**config.mk**
```make
export PLATFORM = sky130hd
export DESIGN_NAME = dpi_flow_ctx_sequencer
export DESIGN_NICKNAME = d
export VERILOG_FILES = /design/src/rtl/dpi_ctx_defs_pkg.sv /design/src/rtl/dpi_ctx_ram.sv /design/src/rtl/dpi_flow_ctx_sequencer.sv
export SDC_FILE = /design/constraint.sdc
export NUM_CORES = 1
export LEC_CHECK = 0
export BUFFER_PORTS_ARGS = -buffer_cell sky130_fd_sc_hd__buf_4
export CAP_MARGIN = 20
export CORE_ASPECT_RATIO = 1.75
export CORE_UTILIZATION = 61
export DETAILED_ROUTE_END_ITERATION = 7
export PLACE_DENSITY = 0.88
export SYNTH_ARGS = -nofsm -noshare
export SYNTH_HDL_FRONTEND = slang
export SYNTH_SLANG_ARGS = --single-unit
```
**constraint.sdc**
```tcl
create_clock -name clk -period 6.9 [get_ports clk]
set_input_delay 1.38 -clock clk [delete_from_list [all_inputs] [get_ports clk]]
set_output_delay 1.38 -clock clk [all_outputs]
set_load 0.02 [all_outputs]
```
**src/rtl/dpi_ctx_defs_pkg.sv**
```systemverilog
// Shared definitions for the DPI flow-context sequencer.
//   - Default FLOW_W / STATE_W / OFF_W parameter values and statistics width.
//   - Sequencer FSM state type.
//   - Saturating increment used by the optional statistics counters.
package dpi_ctx_defs_pkg;

  localparam int unsigned FLOW_W_DEF  = 4;
  localparam int unsigned STATE_W_DEF = 11;
  localparam int unsigned OFF_W_DEF   = 16;
  localparam int unsigned STAT_W      = 32;

  typedef enum logic [2:0] {
    ST_IDLE    = 3'd0,
    ST_LOAD    = 3'd1,
    ST_RESTORE = 3'd2,
    ST_STREAM  = 3'd3,
    ST_DRAIN   = 3'd4,
    ST_SAVE    = 3'd5
  } seq_state_t;

  function automatic logic [STAT_W-1:0] stat_inc(input logic [STAT_W-1:0] v);
    return (v == '1) ? v : v + STAT_W'(1);
  endfunction

endpackage

```
**src/rtl/dpi_ctx_ram.sv**
```systemverilog
// Per-flow DFA context store: 2**AW entries of DW bits plus a valid bitmap.
// Ports:
//   clk, rst                 clock, asynchronous active-high reset (clears valid bitmap)
//   rd_en, rd_addr, rd_data  registered read; an invalid entry reads as 0
//   wr_en, wr_addr, wr_data  write; sets the entry's valid bit
//   clr_en, clr_addr         invalidate one entry; wins over a same-cycle write
module dpi_ctx_ram #(
  parameter int unsigned AW = 4,
  parameter int unsigned DW = 11
) (
  input  logic          clk,
  input  logic          rst,
  input  logic          rd_en,
  input  logic [AW-1:0] rd_addr,
  output logic [DW-1:0] rd_data,
  input  logic          wr_en,
  input  logic [AW-1:0] wr_addr,
  input  logic [DW-1:0] wr_data,
  input  logic          clr_en,
  input  logic [AW-1:0] clr_addr
);

  localparam int unsigned DEPTH = 1 << AW;

  logic [DW-1:0]    mem [DEPTH];
  logic [DEPTH-1:0] valid;
  logic             rd_hit;

  // Storage itself needs no reset: every read is qualified by the valid bitmap.
  always_ff @(posedge clk) begin
    if (wr_en) mem[wr_addr] <= wr_data;
  end

  always_ff @(posedge clk or posedge rst) begin
    if (rst) begin
      valid <= '0;
    end else begin
      if (wr_en)  valid[wr_addr]  <= 1'b1;
      if (clr_en) valid[clr_addr] <= 1'b0;
    end
  end

  // A clear landing in the read cycle must already hide the entry.
  always_comb begin
    rd_hit = valid[rd_addr] && !(clr_en && (clr_addr == rd_addr));
  end

  always_ff @(posedge clk or posedge rst) begin
    if (rst) begin
      rd_data <= '0;
    end else if (rd_en) begin
      rd_data <= rd_hit ? mem[rd_addr] : '0;
    end
  end

endmodule

```
**src/rtl/dpi_flow_ctx_sequencer.sv**
```systemverilog
// Upstream feeder for one regex DFA engine. Restores a flow's saved DFA state
// at SOP, streams payload bytes into the engine, saves the engine state at EOP,
// and reports accepts as (flow, in-packet byte offset) events.
// Optional feature macro: DPI_FLOW_STATS_EN (builds stat_* counters; otherwise 0).
// Ports:
//   clk, rst                         clock, asynchronous active-high reset
//   pkt_byte/vld/sop/eop/flow        packet byte stream in; pkt_flow sampled on SOP
//   pkt_rdy                          byte accepted when pkt_vld & pkt_rdy
//   eng_char, eng_char_vld           byte to engine
//   eng_state, eng_state_vld         restored state to engine
//   eng_state_cur, eng_accept        engine current state / accept
//   ctx_clr, ctx_clr_flow            invalidate one context entry
//   match_vld/flow/off               one-cycle match event
//   busy                             FSM not idle
//   stat_pkts/stat_matches/stat_errs saturating statistics
module dpi_flow_ctx_sequencer
  import dpi_ctx_defs_pkg::*;
#(
  parameter int unsigned FLOW_W  = FLOW_W_DEF,
  parameter int unsigned STATE_W = STATE_W_DEF,
  parameter int unsigned OFF_W   = OFF_W_DEF
) (
  input  logic               clk,
  input  logic               rst,
  input  logic [7:0]         pkt_byte,
  input  logic               pkt_vld,
  input  logic               pkt_sop,
  input  logic               pkt_eop,
  input  logic [FLOW_W-1:0]  pkt_flow,
  output logic               pkt_rdy,
  output logic [7:0]         eng_char,
  output logic               eng_char_vld,
  output logic [STATE_W-1:0] eng_state,
  output logic               eng_state_vld,
  input  logic [STATE_W-1:0] eng_state_cur,
  input  logic               eng_accept,
  input  logic               ctx_clr,
  input  logic [FLOW_W-1:0]  ctx_clr_flow,
  output logic               match_vld,
  output logic [FLOW_W-1:0]  match_flow,
  output logic [OFF_W-1:0]   match_off,
  output logic               busy,
  output logic [STAT_W-1:0]  stat_pkts,
  output logic [STAT_W-1:0]  stat_matches,
  output logic [STAT_W-1:0]  stat_errs
);

  seq_state_t         state, state_nxt;
  logic [FLOW_W-1:0]  flow_q;
  logic [OFF_W-1:0]   off_cnt;
  logic [OFF_W-1:0]   char_off;
  logic [STATE_W-1:0] ctx_rd_data;
  logic               ctx_rd, ctx_wr;
  logic               accept;
  logic               sop_late;

  // A SOP arriving after the packet's first byte means the previous EOP went missing.
  always_comb begin
    sop_late = pkt_sop && (off_cnt != '0);
  end

  always_comb begin
    state_nxt     = state;
    pkt_rdy       = 1'b0;
    ctx_rd        = 1'b0;
    ctx_wr        = 1'b0;
    eng_state_vld = 1'b0;
    eng_state     = '0;
    unique case (state)
      ST_IDLE: begin
        // Orphan non-SOP bytes are swallowed; a SOP byte is held for STREAM.
        pkt_rdy = pkt_vld && !pkt_sop;
        if (pkt_vld && pkt_sop) state_nxt = ST_LOAD;
      end
      ST_LOAD: begin
        ctx_rd    = 1'b1;
        state_nxt = ST_RESTORE;
      end
      ST_RESTORE: begin
        eng_state_vld = 1'b1;
        eng_state     = ctx_rd_data;
        state_nxt     = ST_STREAM;
      end
      ST_STREAM: begin
        pkt_rdy = !sop_late;
        if (pkt_vld && (sop_late || pkt_eop)) state_nxt = ST_DRAIN;
      end
      ST_DRAIN: begin
        state_nxt = ST_SAVE;
      end
      ST_SAVE: begin
        ctx_wr    = 1'b1;
        state_nxt = ST_IDLE;
      end
      default: state_nxt = ST_IDLE;
    endcase
  end

  always_comb begin
    accept = (state == ST_STREAM) && pkt_vld && pkt_rdy;
    busy   = (state != ST_IDLE);
  end

  always_ff @(posedge clk or posedge rst) begin
    if (rst) state <= ST_IDLE;
    else     state <= state_nxt;
  end

  always_ff @(posedge clk or posedge rst) begin
    if (rst) begin
      flow_q <= '0;
    end else if ((state == ST_IDLE) && pkt_vld && pkt_sop) begin
      flow_q <= pkt_flow;
    end
  end

  always_ff @(posedge clk or posedge rst) begin
    if (rst) begin
      off_cnt <= '0;
    end else if (state == ST_RESTORE) begin
      off_cnt <= '0;
    end else if (accept && (off_cnt != '1)) begin
      off_cnt <= off_cnt + OFF_W'(1);
    end
  end

  // Byte pipeline stage: the accepted byte and its offset travel together.
  always_ff @(posedge clk or posedge rst) begin
    if (rst) begin
      eng_char_vld <= 1'b0;
      eng_char     <= '0;
      char_off     <= '0;
    end else begin
      eng_char_vld <= accept;
      if (accept) begin
        eng_char <= pkt_byte;
        char_off <= off_cnt;
      end
    end
  end

  // flow_q is still the streaming flow here: the last byte's accept lands in SAVE.
  always_ff @(posedge clk or posedge rst) begin
    if (rst) begin
      match_vld  <= 1'b0;
      match_flow <= '0;
      match_off  <= '0;
    end else begin
      match_vld <= eng_char_vld && eng_accept;
      if (eng_char_vld && eng_accept) begin
        match_flow <= flow_q;
        match_off  <= char_off;
      end
    end
  end

  dpi_ctx_ram #(
    .AW (FLOW_W),
    .DW (STATE_W)
  ) u_ctx_ram (
    .clk      (clk),
    .rst      (rst),
    .rd_en    (ctx_rd),
    .rd_addr  (flow_q),
    .rd_data  (ctx_rd_data),
    .wr_en    (ctx_wr),
    .wr_addr  (flow_q),
    .wr_data  (eng_state_cur),
    .clr_en   (ctx_clr),
    .clr_addr (ctx_clr_flow)
  );

`ifdef DPI_FLOW_STATS_EN
  logic              err_evt;
  logic [STAT_W-1:0] pkts_q, matches_q, errs_q;

  assign err_evt = ((state == ST_IDLE) && pkt_vld && !pkt_sop) ||
                   ((state == ST_STREAM) && pkt_vld && sop_late);

  always_ff @(posedge clk or posedge rst) begin
    if (rst) begin
      pkts_q    <= '0;
      matches_q <= '0;
      errs_q    <= '0;
    end else begin
      if (state == ST_SAVE) pkts_q    <= stat_inc(pkts_q);
      if (match_vld)        matches_q <= stat_inc(matches_q);
      if (err_evt)          errs_q    <= stat_inc(errs_q);
    end
  end

  assign stat_pkts    = pkts_q;
  assign stat_matches = matches_q;
  assign stat_errs    = errs_q;
`else
  assign stat_pkts    = '0;
  assign stat_matches = '0;
  assign stat_errs    = '0;
`endif

endmodule

```
# Yosys cells after proc, flatten, opt, wreduce, memory -nomap -nowiden
# Memory sizes are Yosys's and may differ from the RTL's.
# Index checks and enable logic that the tools add are counted.
dict set report classes {
  reduce_logical 23
  magnitude_cmp 4
  add_sub_neg 1
  bitwise_logic 3
  eq_ne 9
  mux 21
}
# operator n
set ops {}
lappend ops {{$mux 16} 4}
lappend ops {{$mux 11} 2}
lappend ops {{$add 16x1->16 const B} 1}
lappend ops {{$and 16x16->16} 1}
lappend ops {{$ne 16x16->1 const B} 1}
lappend ops {{$not 16->16} 1}
lappend ops {{$or 16x16->16} 1}
lappend ops {{$reduce_bool 16->1} 1}
lappend ops {{$pmux 3 s5} 1}
lappend ops {{$logic_and 1x1->1} 14}
lappend ops {{$lt 4x5->1 const B} 2}
lappend ops {{$demux 1 s4} 2}
lappend ops {{$ge 4x1->1 const B} 2}
lappend ops {{$mux 1} 8}
lappend ops {{$eq 3x2->1 const B} 2}
lappend ops {{$eq 3x3->1 const B} 2}
lappend ops {{$mux 3} 2}
lappend ops {{$bmux 1 s4} 1}
lappend ops {{$eq 4x4->1} 1}
lappend ops {{$ne 2x2->1 const B} 2}
lappend ops {{$eq 3x1->1 const B} 1}
lappend ops {{$logic_not 1->1} 3}
lappend ops {{$logic_not 3->1} 1}
lappend ops {{$reduce_bool 3->1} 1}
lappend ops {{4 further kinds} 4}
dict set report word_totals {
  memories 1
  inputBits 34
  mem_bits_rw 176
  reg_bits 96
}
# name words word_bits read_ports rd_clocked_by_memory_dff wr line
set mem_list {}
lappend mem_list {u_ctx_ram.mem 16 11 1 0 1 dpi_ctx_ram.sv:25} ;# logic [DW-1:0] mem [DEPTH];

# Logic depth before layout (Yosys ltp)
dict set report depth {
  word_depth 8
  mapped_depth 8
}

# Cells and area by module
# Synthesis repeated with hierarchy kept, for this count alone.
dict set report hier_totals {
  cells_unflattened 720
  hier_area_um2 11867.6
}
# module cells_each seq_area_each_um2 instances area_per_inst_um2
set by_module_without_submodules {}
lappend by_module_without_submodules {dpi_ctx_ram 376 5960.7 1 7976.4}
lappend by_module_without_submodules {dpi_flow_ctx_sequencer 344 1726.7 1 3891.2}

# Least setup slack after synthesis
# Ideal clock, no wire load.
dict set report synth_timing {
  path_kind {input-to-output}
  from {in pkt_vld}
  to {out pkt_rdy}
  arrival_time_ns 2.029
  t_required_ns 5.520
  setup_slack_ns 3.491
  stages 2
  cell_sequence {inv_1 o32ai_1}
}
dict set report synth_via {
  elab_chain_len 2
}
# element line
set synth_rtl {}
lappend synth_rtl {{start: declaration} dpi_flow_ctx_sequencer.sv:26} ;# input logic pkt_vld,
lappend synth_rtl {{$logic_and 1x1->1} dpi_flow_ctx_sequencer.sv:72} ;# pkt_rdy = pkt_vld && !pkt_sop;
lappend synth_rtl {{$pmux 1 s2} dpi_flow_ctx_sequencer.sv:69} ;# unique case (state)
lappend synth_rtl {{end: declaration} dpi_flow_ctx_sequencer.sv:30} ;# output logic pkt_rdy,
# Every way passes these cells.

# Worst setup path after layout
dict set report layout_timing {
  from {reg off_cnt[10]}
  to {out pkt_rdy}
}
dict set report layout_via {
  elab_chain_len 4
}
# element line
set layout_rtl {}
lappend layout_rtl {{start: declaration} dpi_flow_ctx_sequencer.sv:50} ;# logic [OFF_W-1:0] off_cnt;
lappend layout_rtl {{start signal: assignment} dpi_flow_ctx_sequencer.sv:123} ;# off_cnt <= off_cnt + OFF_W'(1);
lappend layout_rtl {{$reduce_bool 16->1} dpi_flow_ctx_sequencer.sv:59} ;# sop_late = pkt_sop && (off_cnt != '0);
lappend layout_rtl {{$logic_and 1x1->1} dpi_flow_ctx_sequencer.sv:59}
lappend layout_rtl {{$logic_not 1->1} dpi_flow_ctx_sequencer.sv:85} ;# pkt_rdy = !sop_late;
lappend layout_rtl {{$pmux 1 s2} dpi_flow_ctx_sequencer.sv:69}
# Every way passes these cells.

==> impl_metrics.env <==
export IMPL_first_iter_violations=642
export IMPL_routed_wl_mm=26.08
export IMPL_mostFrequentLayoutCells="edfxtp_1 (176), conb_1 (96), dfrtp_1 (94)"
export IMPL_seq_area_frac_synth=0.6591
export IMPL_cp_slowest_cell="or4_1"
export IMPL_global_route_usage_total=0.2709
export IMPL_cts_setup_buffers=0
export IMPL_fmax_mhz=262.4
export IMPL_fin_area_um2=12940
export IMPL_grt_max_degree=77
export IMPL_drive_gt1_frac=0.3204
export IMPL_num_rows=66
export IMPL_worst_slack_ns=3.090
export IMPL_finalCriticalPeriod_ns=3.810
export IMPL_synthTopCellsByArea="edfxtp_1 (45%), dfrtp_1 (21%), mux4_2 (11%)"
export IMPL_viasPerCell=6.179
export IMPL_drt_first_pass_iters=5
export IMPL_grt_antenna_before_repair=0
export IMPL_cts_tree="built"
export IMPL_synth_largest_area_cell="edfxtp_1"
export IMPL_hold_slack_ns=0.4967
export IMPL_portBuffers=77
export IMPL_setup_viol=0
export IMPL_crit_path_end_kind="primary output"
export IMPL_vias=6389
export IMPL_cts_buffers=22
export IMPL_synth_edff_count=176
export IMPL_finalMaxSlewViolations=0
export IMPL_fp_dieW_um=106.5
export IMPL_max_slew_worst_pin_slew_ns=1.095
export IMPL_crit_arrival_ns=2.43
export IMPL_min_path_type="register to register"
export IMPL_path_cells="or4_1 > o41a_1 > o32ai_1 > buf_4"
export IMPL_grt_pass1_vias=6568
export IMPL_final_common_cell="edfxtp_1"
export IMPL_post_cts_resize_count=0
export IMPL_dieArea_um2=19700
export IMPL_hpwl_mm=16.90
export IMPL_worstSkewPairLatency_ns=0.51
export IMPL_nets=816
export IMPL_startpoint_type="register"
export IMPL_worst_clock_skew_ns=0.01533
export IMPL_grt_pass1_wl_mm=38.65
export IMPL_ant_nets=0
export IMPL_worstSetupPathType="register to primary output"
export IMPL_dpl_worst_slack_ns=3.493
export IMPL_core_um2=18660
export IMPL_area_growth_syn_to_layout_pct=10.91
export IMPL_peakVddDrop_uv=391.6
export IMPL_cpPeakStageDelay_ns=0.62
export IMPL_synth_top_cell_area_share=0.4531
export IMPL_final_cells=1034
export IMPL_start_util=0.6250
export IMPL_drv_cap=0
export IMPL_die_y_um=184.9
export IMPL_syn_avg_cell_area_um2=16.52
export IMPL_leakage_nw=5.021
export IMPL_grt_overflow_total=0
export IMPL_grt_setup_unrepaired="false"
export IMPL_critPathMaxFanout=7
export IMPL_placed_area_um2=12150
export IMPL_power_density_nw_per_um2=354.1
export IMPL_fin_crit_sh=0.5522
export IMPL_place_congestion=0.9090
export IMPL_drc_errors=0
export IMPL_worstPathRequired_ns=5.52
export IMPL_synth_warnings=0
export IMPL_synth_seq_cells=272
export IMPL_cts_sinks=272
export IMPL_finalHoldViolCount=0
export IMPL_clk_path_buf_depth=3
export IMPL_diodes=0
export IMPL_ios=174
export IMPL_status="finished, final reports clean"
export IMPL_ctsHoldBuffers=0
export IMPL_htree_num_levels=1
export IMPL_clock_tree_root_cell="clkbuf_16"
export IMPL_netlist_area_um2=11660
export IMPL_clk_pin_slew_ns=0.07
export IMPL_tns_ns=0
export IMPL_netlist_instances=706
export IMPL_dpl_cell_count=992
export IMPL_wl_per_cell_um=25.22
export IMPL_slew_headroom=0.2697
export IMPL_synth_ff_type="edfxtp_1"
export IMPL_ys_types=55
export IMPL_async_flop_share=0.3529
[worst paths after layout]
kind	to	depth (start not counted)	slack, ns	startpoint
min in group asynchronous	flow_q[3]$_DFFE_PP0P_	2	0.82	rst
worst min-delay path	u_ctx_ram.rd_data[0]$_DFFE_PP0P_	1	0.50	u_ctx_ram.rd_data[0]$_DFFE_PP0P_
worst min register to register	u_ctx_ram.rd_data[0]$_DFFE_PP0P_	1	0.50	u_ctx_ram.rd_data[0]$_DFFE_PP0P_
max in group asynchronous	char_off[2]$_DFFE_PP0P_	3	4.86	rst
worst max-delay path	pkt_rdy	4	3.09	off_cnt[10]$_DFFE_PP0P_
worst max register to register	u_ctx_ram.mem[15][8]$_DFFE_PP_	2	4.03	flow_q[3]$_DFFE_PP0P_
[cells by family after synthesis]
kind of cell,share of synthesized area
simple gates,0.05053
mux,0.1611
compound gates,0.04538
other cells,0.0003215
buf+inv,0.07842
fa+ha+maj,0.002145
flops,0.6591
xor+xnor,0.003004
[power breakdown]
part | internal (W) | switching, W
combinational | 0.000610 | 0.000693
sequential | 0.00187 | 0.000136
clock | 0.000725 | 0.000551
total | 0.00320 | 0.00138
[flip-flops by register name (all words and copies together), names as in the netlist]
register / count
match_off: 16
eng_char: 8
u_ctx_ram.mem: 176
char_off: 16
u_ctx_ram.valid: 16
eng_char_vld: 1
off_cnt: 16
match_flow: 4
u_ctx_ram.rd_data: 11
match_vld: 1
flow_q: 4
state: 3
[through the flow]
stage            util  total power (W)
5_1_grt        0.6931         0.004747
4_1_cts        0.6913         0.004575
3_3_place_gp   0.6512         0.003224
2_1_floorplan       -         0.002966
3_5_place_dp   0.6512         0.003301
6_report       0.6931         0.004581
[cell type report]
cell class / instances / area, um2
Clock buffer: 32 / 681.9
Clock inverter: 8 / 65.06
Fill cell: 1164 / 5727
Inverter: 13 / 51.30
Multi-Input combinational cell: 384 / 3475
Sequential cell: 272 / 7692
Tap cell: 238 / 297.8
Timing Repair Buffer: 87 / 673.1
[synth_stat cells (all sizes together) (2+ instances only)]
master	number
and2	2
nand3	10
edfxtp	176
o31ai	7
o41ai	2
nor2b	2
o211ai	4
buf	110
clkbuf	22
inv	13
a211oi	2
o22a	9
a21oi	11
nand2	18
and3	11
mux4	59
dfrtp	96
and4	3
a31oi	3
nand3b	2
nand2b	4
ha	2
a32o	11
nand4	3
or4	7
or3b	2
a2bb2oi	2
nor2	23
o32a	3
or3	6
mux2	48
xor2	3
nor3	9
o21ai	7
[layer usage]
| metal | share of wire | vias up | wire (um) | track usage |
|---|---|---|---|---|
| met3 | 0.053 | 99 | 1379 | 0.02815 |
| met5 | 0 | - | 0 | 0 |
| met2 | 0.57 | 335 | 14810 | 0.5156 |
| met4 | 0.056 | 0 | 1467 | 0.1436 |
| li1 | - | 2680 | - | - |
| met1 | 0.32 | 3275 | 8415 | 0.2916 |
[critical path: cells and delay by family, from the launching register on]
kind                   cells  cell delay [ns]
AOI/OAI and AO/OA          2             0.67
and+or+nand+nor            1             0.62
DFF                        1             0.44
buffers and inverters      1             0.20
No activity file was read; power rests on OpenSTA's default activity.
